$ cat src/rtl/ternary_pkg.sv
// rtl/ternary_pkg.sv - balanced-ternary trit encoding, op codes, FSM states and trit helpers
package ternary_pkg;

    localparam logic [1:0] TRIT_Z = 2'b00;
    localparam logic [1:0] TRIT_P = 2'b01;
    localparam logic [1:0] TRIT_N = 2'b10;
    localparam logic [1:0] TRIT_X = 2'b11;

    localparam logic [2:0] OP_ADD = 3'd0;
    localparam logic [2:0] OP_SUB = 3'd1;
    localparam logic [2:0] OP_MUL = 3'd2;
    localparam logic [2:0] OP_MIN = 3'd3;
    localparam logic [2:0] OP_MAX = 3'd4;
    localparam logic [2:0] OP_NEG = 3'd5;

    typedef enum logic [1:0] {
        ST_IDLE = 2'd0,
        ST_RUN  = 2'd1,
        ST_DONE = 2'd2
    } state_t;

    // The invalid code 2'b11 decodes as zero; flagging it is the caller's job.
    function automatic logic signed [2:0] trit_decode(input logic [1:0] t);
        case (t)
            TRIT_P:  trit_decode = 3'sd1;
            TRIT_N:  trit_decode = -3'sd1;
            default: trit_decode = 3'sd0;
        endcase
    endfunction

    function automatic logic [1:0] trit_encode(input logic signed [2:0] v);
        if (v > 3'sd0)
            trit_encode = TRIT_P;
        else if (v < 3'sd0)
            trit_encode = TRIT_N;
        else
            trit_encode = TRIT_Z;
    endfunction

    function automatic logic [1:0] trit_negate(input logic [1:0] t);
        case (t)
            TRIT_P:  trit_negate = TRIT_N;
            TRIT_N:  trit_negate = TRIT_P;
            default: trit_negate = TRIT_Z;
        endcase
    endfunction

    function automatic logic op_legal(input logic [2:0] op);
        op_legal = (op <= OP_NEG);
    endfunction

endpackage

$ cat src/rtl/ternary_trit_slice.sv
// rtl/ternary_trit_slice.sv - one balanced-ternary digit of the ALU datapath, reused serially
module ternary_trit_slice
    import ternary_pkg::*;
(
    input  logic [1:0] a_i,
    input  logic [1:0] b_i,
    input  logic [1:0] carry_i,
    input  logic [2:0] op,
    output logic [1:0] digit,
    output logic [1:0] carry_o
);

    logic signed [2:0] av;
    logic signed [2:0] bv;
    logic signed [2:0] cv;
    logic signed [3:0] sum;

    always_comb begin
        av  = trit_decode(a_i);
        bv  = trit_decode((op == OP_SUB) ? trit_negate(b_i) : b_i);
        cv  = trit_decode(carry_i);
        sum = 4'(av) + 4'(bv) + 4'(cv);

        digit   = TRIT_Z;
        carry_o = TRIT_Z;
        case (op)
            OP_ADD, OP_SUB: begin
                // Sum lies in -3..+3; fold the out-of-range part into the carry trit.
                if (sum >= 4'sd2) begin
                    digit   = trit_encode(3'(sum - 4'sd3));
                    carry_o = TRIT_P;
                end else if (sum <= -4'sd2) begin
                    digit   = trit_encode(3'(sum + 4'sd3));
                    carry_o = TRIT_N;
                end else begin
                    digit   = trit_encode(3'(sum));
                end
            end
            OP_MUL:  digit = trit_encode(av * bv);
            OP_MIN:  digit = trit_encode((av < bv) ? av : bv);
            OP_MAX:  digit = trit_encode((av > bv) ? av : bv);
            OP_NEG:  digit = trit_encode(-av);
            default: digit = TRIT_Z;
        endcase
    end

endmodule

$ cat src/rtl/ternary_serial_alu.sv
// rtl/ternary_serial_alu.sv - trit-serial balanced-ternary ALU; TERNARY_ALU_SAT_EN enables ADD/SUB saturation
module ternary_serial_alu
    import ternary_pkg::*;
#(
    parameter int N_TRITS = 9
) (
    input  logic                   clk,
    input  logic                   rst,
    input  logic                   in_valid,
    output logic                   in_ready,
    input  logic [2:0]             op,
    input  logic [2*N_TRITS-1:0]   a,
    input  logic [2*N_TRITS-1:0]   b,
    output logic                   out_valid,
    input  logic                   out_ready,
    output logic [2*N_TRITS-1:0]   result,
    output logic [1:0]             carry_out,
    output logic                   err
);

    localparam int W  = 2 * N_TRITS;
    localparam int IW = $clog2(N_TRITS);

    state_t          state_q, state_d;
    logic [W-1:0]    a_q, a_d;
    logic [W-1:0]    b_q, b_d;
    logic [2:0]      op_q, op_d;
    logic [IW-1:0]   idx_q, idx_d;
    logic [1:0]      carry_q, carry_d;
    logic [W-1:0]    result_q, result_d;
    logic            err_q, err_d;

    logic [1:0]      a_cur;
    logic [1:0]      b_cur;
    logic [1:0]      digit;
    logic [1:0]      slice_carry;
    logic            any_invalid;
    logic            last_trit;

    assign a_cur     = a_q[{idx_q, 1'b0} +: 2];
    assign b_cur     = b_q[{idx_q, 1'b0} +: 2];
    assign last_trit = (idx_q == IW'(N_TRITS - 1));

    ternary_trit_slice u_slice (
        .a_i     (a_cur),
        .b_i     (b_cur),
        .carry_i (carry_q),
        .op      (op_q),
        .digit   (digit),
        .carry_o (slice_carry)
    );

    always_comb begin
        any_invalid = 1'b0;
        for (int i = 0; i < N_TRITS; i++) begin
            if (a[2*i +: 2] == TRIT_X || b[2*i +: 2] == TRIT_X)
                any_invalid = 1'b1;
        end
    end

    always_comb begin
        state_d  = state_q;
        a_d      = a_q;
        b_d      = b_q;
        op_d     = op_q;
        idx_d    = idx_q;
        carry_d  = carry_q;
        result_d = result_q;
        err_d    = err_q;

        case (state_q)
            ST_IDLE: begin
                if (in_valid) begin
                    a_d      = a;
                    b_d      = b;
                    op_d     = op;
                    idx_d    = '0;
                    carry_d  = TRIT_Z;
                    result_d = '0;
                    err_d    = !op_legal(op) || any_invalid;
                    state_d  = ST_RUN;
                end
            end
            ST_RUN: begin
                result_d[{idx_q, 1'b0} +: 2] = digit;
                carry_d = slice_carry;
                idx_d   = idx_q + 1'b1;
                if (last_trit) begin
                    idx_d   = '0;
                    state_d = ST_DONE;
`ifdef TERNARY_ALU_SAT_EN
                    // Overflow clamps the word to the extreme of the carry's sign.
                    if (op_q == OP_ADD || op_q == OP_SUB) begin
                        if (slice_carry == TRIT_P)
                            result_d = {N_TRITS{TRIT_P}};
                        else if (slice_carry == TRIT_N)
                            result_d = {N_TRITS{TRIT_N}};
                    end
`endif
                end
            end
            ST_DONE: begin
                if (out_ready)
                    state_d = ST_IDLE;
            end
            default: state_d = ST_IDLE;
        endcase
    end

    always_ff @(posedge clk or posedge rst) begin
        if (rst) begin
            state_q  <= ST_IDLE;
            a_q      <= '0;
            b_q      <= '0;
            op_q     <= OP_ADD;
            idx_q    <= '0;
            carry_q  <= TRIT_Z;
            result_q <= '0;
            err_q    <= 1'b0;
        end else begin
            state_q  <= state_d;
            a_q      <= a_d;
            b_q      <= b_d;
            op_q     <= op_d;
            idx_q    <= idx_d;
            carry_q  <= carry_d;
            result_q <= result_d;
            err_q    <= err_d;
        end
    end

    assign in_ready  = (state_q == ST_IDLE);
    assign out_valid = (state_q == ST_DONE);
    assign result    = result_q;
    assign carry_out = carry_q;
    assign err       = err_q;

endmodule

$ cat config.mk
export PLATFORM = sky130hd
export DESIGN_NAME = ternary_serial_alu
export DESIGN_NICKNAME = d
export VERILOG_FILES = /design/src/rtl/ternary_pkg.sv /design/src/rtl/ternary_trit_slice.sv /design/src/rtl/ternary_serial_alu.sv
export SDC_FILE = /design/constraint.sdc
export NUM_CORES = 1
export LEC_CHECK = 0
export CAP_MARGIN = 20
export CORE_ASPECT_RATIO = 1.2
export CORE_MARGIN = 10
export CORE_UTILIZATION = 53
export DETAILED_ROUTE_END_ITERATION = 10
export PLACE_DENSITY = 0.84
export SYNTH_ARGS = -nofsm -noshare
export SYNTH_HDL_FRONTEND = slang
export SYNTH_SLANG_ARGS = --single-unit
$ cat constraint.sdc
create_clock -name clk -period 5.4 [get_ports clk]
set_clock_uncertainty 0.05 [all_clocks]
set_input_delay 1.35 -clock clk [delete_from_list [all_inputs] [get_ports clk]]
set_output_delay 1.35 -clock clk [all_outputs]
set_load 0.01 [all_outputs]
==> qor.txt <==
count of cell types in the netlist: 60
vias in the first global route: 3334
GRT Overall Usage: 16.8%
syn_nets: 472
sequential area share after synthesis: 43.5%
final hold violations: 0
hpwl dp: 6.93 mm
Synth top area share: 43.5%
Die Span Y: 113 um
Setup Buffers After CTS: 0
cell count after synthesis: 409
RePlAce Congestion: 0.857
WHS Path Cells: 2
area of the multi-input gates: 2000 um^2
RSZ-0062 raised after global routing: false
Hold WC Path Type: register to register
crit start category: register
Post-synth ARST share: 100%
clk_lat worst skew: 350 ps
fin. max-slew vios: 0
area occupied by registers: 1650 um^2
Final TNS setup: 0 ps
GR Overflow Total: 0
CP Capture Type: register
CTS max path bufs: 2
flops & latches, synth: 66
Compound-Gate Fraction of Synth Area: 11.6%
detailed-route DRC error count: 0
status: finished, final reports clean
first-pass GRT wire length: 15.5 mm
worst-path maximum fanout: 17
XOR/XNOR Fraction of Synth Area: 0.890%
Area Growth Syn to Fin: 23.5%
H-tree Lvls: 3
post-synthesis adder-cell area fraction: 7.19%
mux share of post-synthesis cell area: 8.51%
layout cell share with drive strength beyond 1: 9.85%
max_cap viols: 0
Slew HR: 33.7%
core area: 6900 um^2
FF-to-FF setup slack: 420 ps
main combinational cell family by area after synthesis: simple AND/OR/NAND/NOR gates
fmax: 201 MHz
minimum clock period: 4980 ps
PortBufs: 65
Row Count: 33
Synth Warn #: 0
kind of critical path: register to register
die width: 97.2 um
top-level I/O count: 66
reg-to-reg startpoint: idx_q[0]
Initial Util: 55.0%
CTS Sinks: 66
nets: 536
area leader, netlist: dfrtp_1
post-DR wirelength/cell: 16.2 um
mapped cell area: 3790 um^2
Final WS setup: 424 ps
1st-pass router iterations: 4
Reg clk slew, reported paths: 80 ps
largest net degree at the start of global routing: 67
initial antenna violation count: 0
Syn Area/Cell: 9.28 um^2
Synth Area in Simple Gates: 24.6%
Vias/cell: 5.52
dominant synthesized flop cell: dfrtp_1
Antenna Nets Post-Route: 0
number of DRC markers in iteration 0: 107
fillers: 530
Num CTS Buffers: 9
CP arrival: 5140 ps
Root Driver: clkbuf_8
Worst-Margin Slew: 992 ps
WL final: 9.13 mm
Reg2Reg Capture Point: result[4]
dpl ws: 308 ps
# diodes: 0
CP Data Required Time: 5560 ps
Die ar.: 11000 um^2
main area contributors after synthesis: dfrtp_1 (44%), nand2_1 (15%), ha_1 (5.6%)
Reg2Reg Depth: 16
Hold EP: b_q[13]
TritonCTS clock tree: yes
Vias: 3114
number of flops mapped to enable cells by yosys: 0
final setup fails: 0
Final period util: 92.1%
startpoint of the worst hold path: b_q[13]
==> registers in the layout, indices dropped and copies added, names as in the netlist <==
register and flops:
op_q 3, a_q 18, state_q 2, idx_q 4, b_q 18, err 1
carry_out 2, result 18
==> through the flow <==
stage / hold slack, ps / util [%] / cells / cell area, um^2
floorplan: 390 / - / 409 / 3790
global placement: 409 / 65.3 / 549 / 4500
detailed placement: 411 / 65.3 / 549 / 4500
CTS: 428 / 68.0 / 564 / 4690
global route: 458 / 68.0 / 564 / 4690
finish: 422 / 68.0 / 564 / 4690
==> synthesized netlist by cell type, drive strengths merged (4+ instances only) <==
master and count:
buf 10, nor2 13, nor3 9, nand2 148, nand3 11, a21oi 8
nand2b 7, dfrtp 66, inv 14, a22oi 6, mux2i 12, mux4 8
a31oi 5, nor2b 10, o21a 4, o21ai 12, ha 17, clkbuf 7
o2bb2ai 5
==> worst max-delay path, cell delays in order, from the launching register on <==
cell and delay [ps]:
dfrtp_1 460, buf_4 250, nor3_2 340, nand2_1 90, mux2_1 350, nor3_2 190
a21oi_1 60, ha_1 270, fa_1 500, ha_1 230, fa_1 560, inv_2 70
ha_1 330, a221oi_2 250, a311oi_1 110, nor4b_4 560, mux2i_1 150
==> cell usage in the layout (no fill, tap or decap), types with 9 or more instances in the layout <==
cell type and count:
clkbuf_8 9, inv_1 11, dfrtp_1 65, nor2_1 12, nand3_1 11, ha_1 17
nand2_1 148, clkdlybuf4s50_1 65, mux2i_1 12
==> worst max path at each step <==
stage / from / cells after the start / slack [ps] / endpoint
after floorplan: idx_q[0] / 17 / 880 / result[12]
after global placement: idx_q[1] / 15 / 560 / result[4]
after detailed placement: idx_q[1] / 15 / 310 / result[4]
after CTS: idx_q[1] / 15 / 310 / result[4]
after global routing: idx_q[0] / 16 / 170 / result[12]
final: idx_q[0] / 16 / 420 / result[4]
==> area by class of cell <==
cell class                 instances  share of cell area (%)
multi-input combinational        312                    42.7
sequential                        66                    35.3
timing repair buffer              70                    14.7
clock buffer                       9                    2.64
tap                               87                    2.32
clock inverter                     6                    1.25
inverter                          14                    1.12
==> cell families after synthesis <==
| kind of cell | Yosys count |
|---|---|
| AND/OR/NAND/NOR | 209 |
| flip-flops | 66 |
| AO/OA/AOI/OAI | 58 |
| buffers and inverters | 31 |
| multiplexers | 22 |
| adder cells (fa/ha/maj) | 20 |
| XOR/XNOR | 3 |
==> metal layers <==
metal / part of all wire [%] / global-route usage [%] / vias to the layer above
met5: 0 / 0 / -
met4: 2.1 / 6.89 / 0
met3: 6.7 / 5.72 / 17
met2: 49 / 28.9 / 97
met1: 42 / 18.7 / 1470
li1: - / - / 1530
==> timing repair <==
| item | 4_1_cts | 5_1_grt |
|---|---|---|
| hold buffers | 0 | 0 |
| setup endpoints to repair | 0 | 4 |
| resized for setup | 0 | 1 |
| endpoints found under the hold margin | 0 | 0 |
Power is left out: the tool's default activity adds up to more than one toggle a clock period on the data nets, which glitch-free logic cannot reach.
